### src/rtl/axil_reg_ctrl.sv
// AXI4-Lite slave that serialises single read/write accesses onto a word-addressed register bus.
// Optional address range check is enabled by defining AXIL_REG_RANGE_CHECK_EN.
module axil_reg_ctrl #(
  parameter int RD_LAT = 2
) (
  input  logic        s_axi_aclk,
  input  logic        s_axi_aresetn,
  input  logic [31:0] s_axi_awaddr,
  input  logic        s_axi_awvalid,
  output logic        s_axi_awready,
  input  logic [31:0] s_axi_wdata,
  input  logic [3:0]  s_axi_wstrb,
  input  logic        s_axi_wvalid,
  output logic        s_axi_wready,
  output logic [1:0]  s_axi_bresp,
  output logic        s_axi_bvalid,
  input  logic        s_axi_bready,
  input  logic [31:0] s_axi_araddr,
  input  logic        s_axi_arvalid,
  output logic        s_axi_arready,
  output logic [31:0] s_axi_rdata,
  output logic [1:0]  s_axi_rresp,
  output logic        s_axi_rvalid,
  input  logic        s_axi_rready,
  output logic [15:0] reg_addr,
  output logic        reg_wr_en,
  output logic [31:0] reg_wdata,
  output logic [3:0]  reg_wstrb,
  output logic        reg_rd_en,
  input  logic [31:0] reg_rdata
);

  typedef enum logic [2:0] {
    S_IDLE,
    S_WR,
    S_WRESP,
    S_RD,
    S_RWAIT,
    S_RRESP
  } state_t;

  localparam logic [2:0]  LAT       = 3'(RD_LAT);
  localparam logic [1:0]  RESP_OK   = 2'b00;
  localparam logic [1:0]  RESP_ERR  = 2'b10;
  localparam logic [31:0] ERR_RDATA = 32'hDEAD_BEEF;

  state_t      r_state;
  logic        r_last_rd;
  logic        r_ready_en;
  logic        r_err;
  logic [2:0]  r_lat_cnt;
  logic [15:0] r_addr;
  logic [31:0] r_wdata;
  logic [3:0]  r_wstrb;
  logic        r_wr_en;
  logic        r_rd_en;
  logic        r_bvalid;
  logic [1:0]  r_bresp;
  logic        r_rvalid;
  logic [1:0]  r_rresp;
  logic [31:0] r_rdata;

  logic w_wr_pend;
  logic w_rd_pend;
  logic w_idle;
  logic w_grant_wr;
  logic w_grant_rd;
  logic w_wr_addr_err;
  logic w_rd_addr_err;
  logic w_unused_addr;

  assign w_wr_pend = s_axi_awvalid & s_axi_wvalid;
  assign w_rd_pend = s_axi_arvalid;

  // r_ready_en keeps every ready low while reset is held and for the release cycle
  assign w_idle     = (r_state == S_IDLE) & r_ready_en;
  assign w_grant_wr = w_idle & w_wr_pend & (~w_rd_pend | r_last_rd);
  assign w_grant_rd = w_idle & w_rd_pend & (~w_wr_pend | ~r_last_rd);

`ifdef AXIL_REG_RANGE_CHECK_EN
  assign w_wr_addr_err = |s_axi_awaddr[31:18];
  assign w_rd_addr_err = |s_axi_araddr[31:18];
`else
  assign w_wr_addr_err = 1'b0;
  assign w_rd_addr_err = 1'b0;
`endif

  assign w_unused_addr = ^{s_axi_awaddr[31:18], s_axi_awaddr[1:0],
                           s_axi_araddr[31:18], s_axi_araddr[1:0]};

  assign s_axi_awready = w_grant_wr;
  assign s_axi_wready  = w_grant_wr;
  assign s_axi_arready = w_grant_rd;

  assign s_axi_bvalid = r_bvalid;
  assign s_axi_bresp  = r_bresp;
  assign s_axi_rvalid = r_rvalid;
  assign s_axi_rresp  = r_rresp;
  assign s_axi_rdata  = r_rdata;
  assign reg_addr     = r_addr;
  assign reg_wdata    = r_wdata;
  assign reg_wstrb    = r_wstrb;
  assign reg_wr_en    = r_wr_en;
  assign reg_rd_en    = r_rd_en;

  always_ff @(posedge s_axi_aclk or negedge s_axi_aresetn) begin
    if (!s_axi_aresetn) begin
      r_state    <= S_IDLE;
      r_last_rd  <= 1'b1;
      r_ready_en <= 1'b0;
      r_err      <= 1'b0;
      r_lat_cnt  <= 3'd0;
      r_addr     <= 16'h0000;
      r_wdata    <= 32'h0000_0000;
      r_wstrb    <= 4'h0;
      r_wr_en    <= 1'b0;
      r_rd_en    <= 1'b0;
      r_bvalid   <= 1'b0;
      r_bresp    <= RESP_OK;
      r_rvalid   <= 1'b0;
      r_rresp    <= RESP_OK;
      r_rdata    <= 32'h0000_0000;
    end else begin
      r_ready_en <= 1'b1;
      r_wr_en    <= 1'b0;
      r_rd_en    <= 1'b0;
      case (r_state)
        S_IDLE: begin
          if (w_grant_wr) begin
            r_state   <= S_WR;
            r_last_rd <= 1'b0;
            r_addr    <= s_axi_awaddr[17:2];
            r_wdata   <= s_axi_wdata;
            r_wstrb   <= s_axi_wstrb;
            r_err     <= w_wr_addr_err;
            r_wr_en   <= ~w_wr_addr_err;
          end else if (w_grant_rd) begin
            r_state   <= S_RD;
            r_last_rd <= 1'b1;
            r_addr    <= s_axi_araddr[17:2];
            r_err     <= w_rd_addr_err;
            r_rd_en   <= ~w_rd_addr_err;
          end
        end
        S_WR: begin
          r_state  <= S_WRESP;
          r_bvalid <= 1'b1;
          r_bresp  <= r_err ? RESP_ERR : RESP_OK;
        end
        S_WRESP: begin
          if (s_axi_bready) begin
            r_bvalid <= 1'b0;
            r_state  <= S_IDLE;
          end
        end
        S_RD: begin
          r_state   <= S_RWAIT;
          r_lat_cnt <= 3'd1;
        end
        S_RWAIT: begin
          // counter equals k during the k-th cycle after the strobe cycle
          if (r_lat_cnt == LAT) begin
            r_state  <= S_RRESP;
            r_rvalid <= 1'b1;
            r_rdata  <= r_err ? ERR_RDATA : reg_rdata;
            r_rresp  <= r_err ? RESP_ERR : RESP_OK;
          end else begin
            r_lat_cnt <= r_lat_cnt + 3'd1;
          end
        end
        S_RRESP: begin
          if (s_axi_rready) begin
            r_rvalid <= 1'b0;
            r_state  <= S_IDLE;
          end
        end
        default: r_state <= S_IDLE;
      endcase
    end
  end

endmodule

### config.mk
export PLATFORM = sky130hd
export DESIGN_NAME = axil_reg_ctrl
export DESIGN_NICKNAME = d
export VERILOG_FILES = /design/src/rtl/axil_reg_ctrl.sv
export SDC_FILE = /design/constraint.sdc
export NUM_CORES = 1
export LEC_CHECK = 0
export CAP_MARGIN = 15
export CORE_ASPECT_RATIO = 0.9
export CORE_MARGIN = 8
export CORE_UTILIZATION = 34
export DETAILED_ROUTE_END_ITERATION = 16
export MAX_ROUTING_LAYER = met4
export PLACE_DENSITY = 0.82
export SLEW_MARGIN = 0
export SYNTH_ARGS = -nofsm -noshare
export SYNTH_HDL_FRONTEND = slang
export SYNTH_SLANG_ARGS = --single-unit
export TNS_END_PERCENT = 50
### constraint.sdc
create_clock -name s_axi_aclk -period 1.9 [get_ports s_axi_aclk]
set_input_delay 0.19 -clock s_axi_aclk [delete_from_list [all_inputs] [get_ports s_axi_aclk]]
set_output_delay 0.19 -clock s_axi_aclk [all_outputs]
set_load 0.02 [all_outputs]
==> impl_metrics.toml, run 1 <==
[outcome]
status = "complete, no violations"

[setup_path]
slowest_delay_ps = 410
crit_required_ps = 2120
cp-start-kind = "register"
reg2reg_slack_ps = 70
path_max_fanout = 11
cp_slowest_cell = "dfrtp_1"
worstSetupPathType = "reg -> reg"
critPathBufInv = 2
arrival_ps = 2050
end_kind = "register"
crit_chain = "nor4b_4, and3_4, buf_4, buf_12, mux2_1"
crit_family = "simple AND/OR/NAND/NOR gates"

[grt]
grt_pass1_vias = 3685
gr-total-overflow = 0
grt_first_pass_wirelength_mm = 19.04
antenna_found_initial = 0
grt_use_total = 0.1612
grt_max_degree = 45

[cells_and_area]
fill_cells = 925
nets = 666
antennaDiodeCount = 0
syn2layout_area_growth_pct = 64.46
seq_area_mm2 = 0.002404
layout-drive-gt1-share = 0.2113
multi_input_area_mm2 = 0.001484

[power_and_ir_drop]
ir_drop_mv = 0.8551
leakagePower_nw = 2.757
p_per_area_mw_per_mm2 = 1592
power_mw = 10.59

[routing]
vias = 3332
post_drt_wl_per_cell_um = 17.98
drcViolationCount = 0
drt-pass1-iter-count = 4
ant_nets = 0
drt-initial-drc-count = 87
via_per_inst = 4.857
drt-total-wl_mm = 12.33

[synthesis]
ys_top_cells_by_count = "dfrtp_1 (95), mux2_2 (48), a21oi_1 (26)"
synth_edf_count = 0
synth_top_area_frac = 0.5877
synth-main-ff-cell = "dfrtp_1"
yosysUniqueCellTypes = 34
synth_seq_area_share = 0.5942
synth_top_area_cell = "dfrtp_1"
syn_avg_cell_area_um2 = 13.09
syn_area_mm2 = 0.004045
yosys-top-cells-area = "dfrtp_1 (59%), mux2_2 (13%), mux2_4 (3.7%)"
yosysWarnings = 0
async_flop_share = 1.000
ys_ff_latch = 96
syn_inst = 309
synth.most_common_cell = "dfrtp_1"

[floorplan]
die_w_um = 131.0
ios = 234
die-area_mm2 = 0.01565
initial_core_util = 0.3509
row_count = 37
coreArea_mm2 = 0.01153
die_h_um = 119.5

[timing]
max_freq_mhz = 547.3
fin_skew_ps = 8.377
finalHoldViolCount = 0
fin_crit_sh = 0.9616
maxSlewViolCount = 0
setup_tns_ps = 0
setup_viol = 0
period_needed_ps = 1827

[place]
hpwlAfterDp_mm = 9.284
gp_congestion = 0.8334
port_buffers = 197

[clocking]
cts_buffer_depth = 2
cts-htree-levels = 3
insertion_delay_ps = 350
clock_sinks = 96
cts_tree = "yes"
clock-root-buffer = "clkbuf_16"
clk_pin_slew_ps = 70
cts_buffers = 9

[job]
cap_violations = 0

[hold_path]
hp-class = "in -> async"
path summary, 6_finish.rpt:
path                            depth (start not counted)                       from                         to
min in group s_axi_aclk                                 3            s_axi_awaddr[5]    reg_addr[3]$_DFFE_PN0P_
worst min-delay path                                    2              s_axi_aresetn  reg_wdata[21]$_DFFE_PN0P_
worst max-delay path                                    5     r_state[2]$_DFFE_PN0P_  reg_wdata[15]$_DFFE_PN0P_
worst max register to register                          5     r_state[2]$_DFFE_PN0P_  reg_wdata[15]$_DFFE_PN0P_
max in group asynchronous                               3              s_axi_aresetn   reg_wdata[3]$_DFFE_PN0P_
worst min register to register                          1  reg_wdata[13]$_DFFE_PN0P_  reg_wdata[13]$_DFFE_PN0P_
area by class of cell:
type                            instances  share of cell area
Clock buffer                            9             0.03385
Sequential cell                        96              0.3613
Inverter                                4            0.002257
Multi-Input combinational cell        185              0.2231
Tap cell                              156             0.02934
Clock inverter                          7             0.01166
Timing Repair Buffer                  229              0.3385
timing repair:
action,4_1_cts,5_1_grt
hold buffers,1,0
hold endpoints to repair,33,0
pin swaps,2,2
buffers inserted,1,2
gates resized for setup,11,2
setup endpoints to repair,12,7
gates cloned,0,1
cells in the final DEF (no fill, tap or decap), types with 17 or more instances in the layout:
cell / count
o21ai_0: 18
clkdlybuf4s50_1: 193
buf_4: 28
dfrtp_1: 95
nand3_1: 17
a21oi_1: 26
mux2_2: 48
a31oi_1: 17
flip-flops by register name, indices dropped and copies added, names as in the netlist:
signal / count
reg_wdata: 32
s_axi_rdata: 32
reg_addr: 16
reg_wstrb: 4
r_lat_cnt: 3
r_state: 3
r_last_rd: 1
r_ready_en: 1
reg_rd_en: 1
reg_wr_en: 1
s_axi_bvalid: 1
s_axi_rvalid: 1
through the flow:
stage	hold slack, ps	std cells	worst slack (ps)	util	area (um2)
4_1_cts	353.1	683	4.069	0.5747	6625
6_report	334.0	686	72.89	0.5771	6653
5_1_grt	377.9	686	-35.82	0.5771	6653
2_1_floorplan	-105.6	312	90.79	-	4056
3_5_place_dp	182.9	665	-129.9	0.5468	6304
3_3_place_gp	174.4	665	-97.66	0.5468	6304
layer usage:
layer / vias up / global-route usage / wire length (um)
met3: 15 / 0.05977 / 1225
met2: 183 / 0.2475 / 5703
met1: 1602 / 0.1888 / 5173
met5: - / - / 0
met4: 0 / 0.05878 / 229
li1: 1532 / - / -
logic make-up after synthesis:
logic type / Yosys count / share of synthesized area
simple gates: 39 / 0.05475
buf+inv: 31 / 0.04299
fa+ha+maj: 2 / 0.006185
compound gates: 71 / 0.1015
flops: 96 / 0.5942
other cells: 2 / 0.001857
mux: 68 / 0.1986
power by group:
part | switching, mW | internal, mW | leakage [nW] | total [mW]
clock network | 0.822 | 1.03 | 0.135 | 1.85
registers | 0.532 | 3.01 | 1.13 | 3.55
logic | 2.46 | 2.73 | 1.49 | 5.19
total | 3.81 | 6.77 | 2.76 | 10.6
Power figures use the tool's default switching activity.
==> run 2, diff against run 1 <==
--- a/config.mk
+++ b/config.mk
@@ -5,7 +5,7 @@
 export SDC_FILE = /design/constraint.sdc
 export NUM_CORES = 1
 export LEC_CHECK = 0
-export CAP_MARGIN = 15
+export CAP_MARGIN = 0
 export CORE_ASPECT_RATIO = 0.9
 export CORE_MARGIN = 8
 export CORE_UTILIZATION = 34
==> results of run 2 <==
The final DEF is identical to that of run 1; final timing and power are the same.
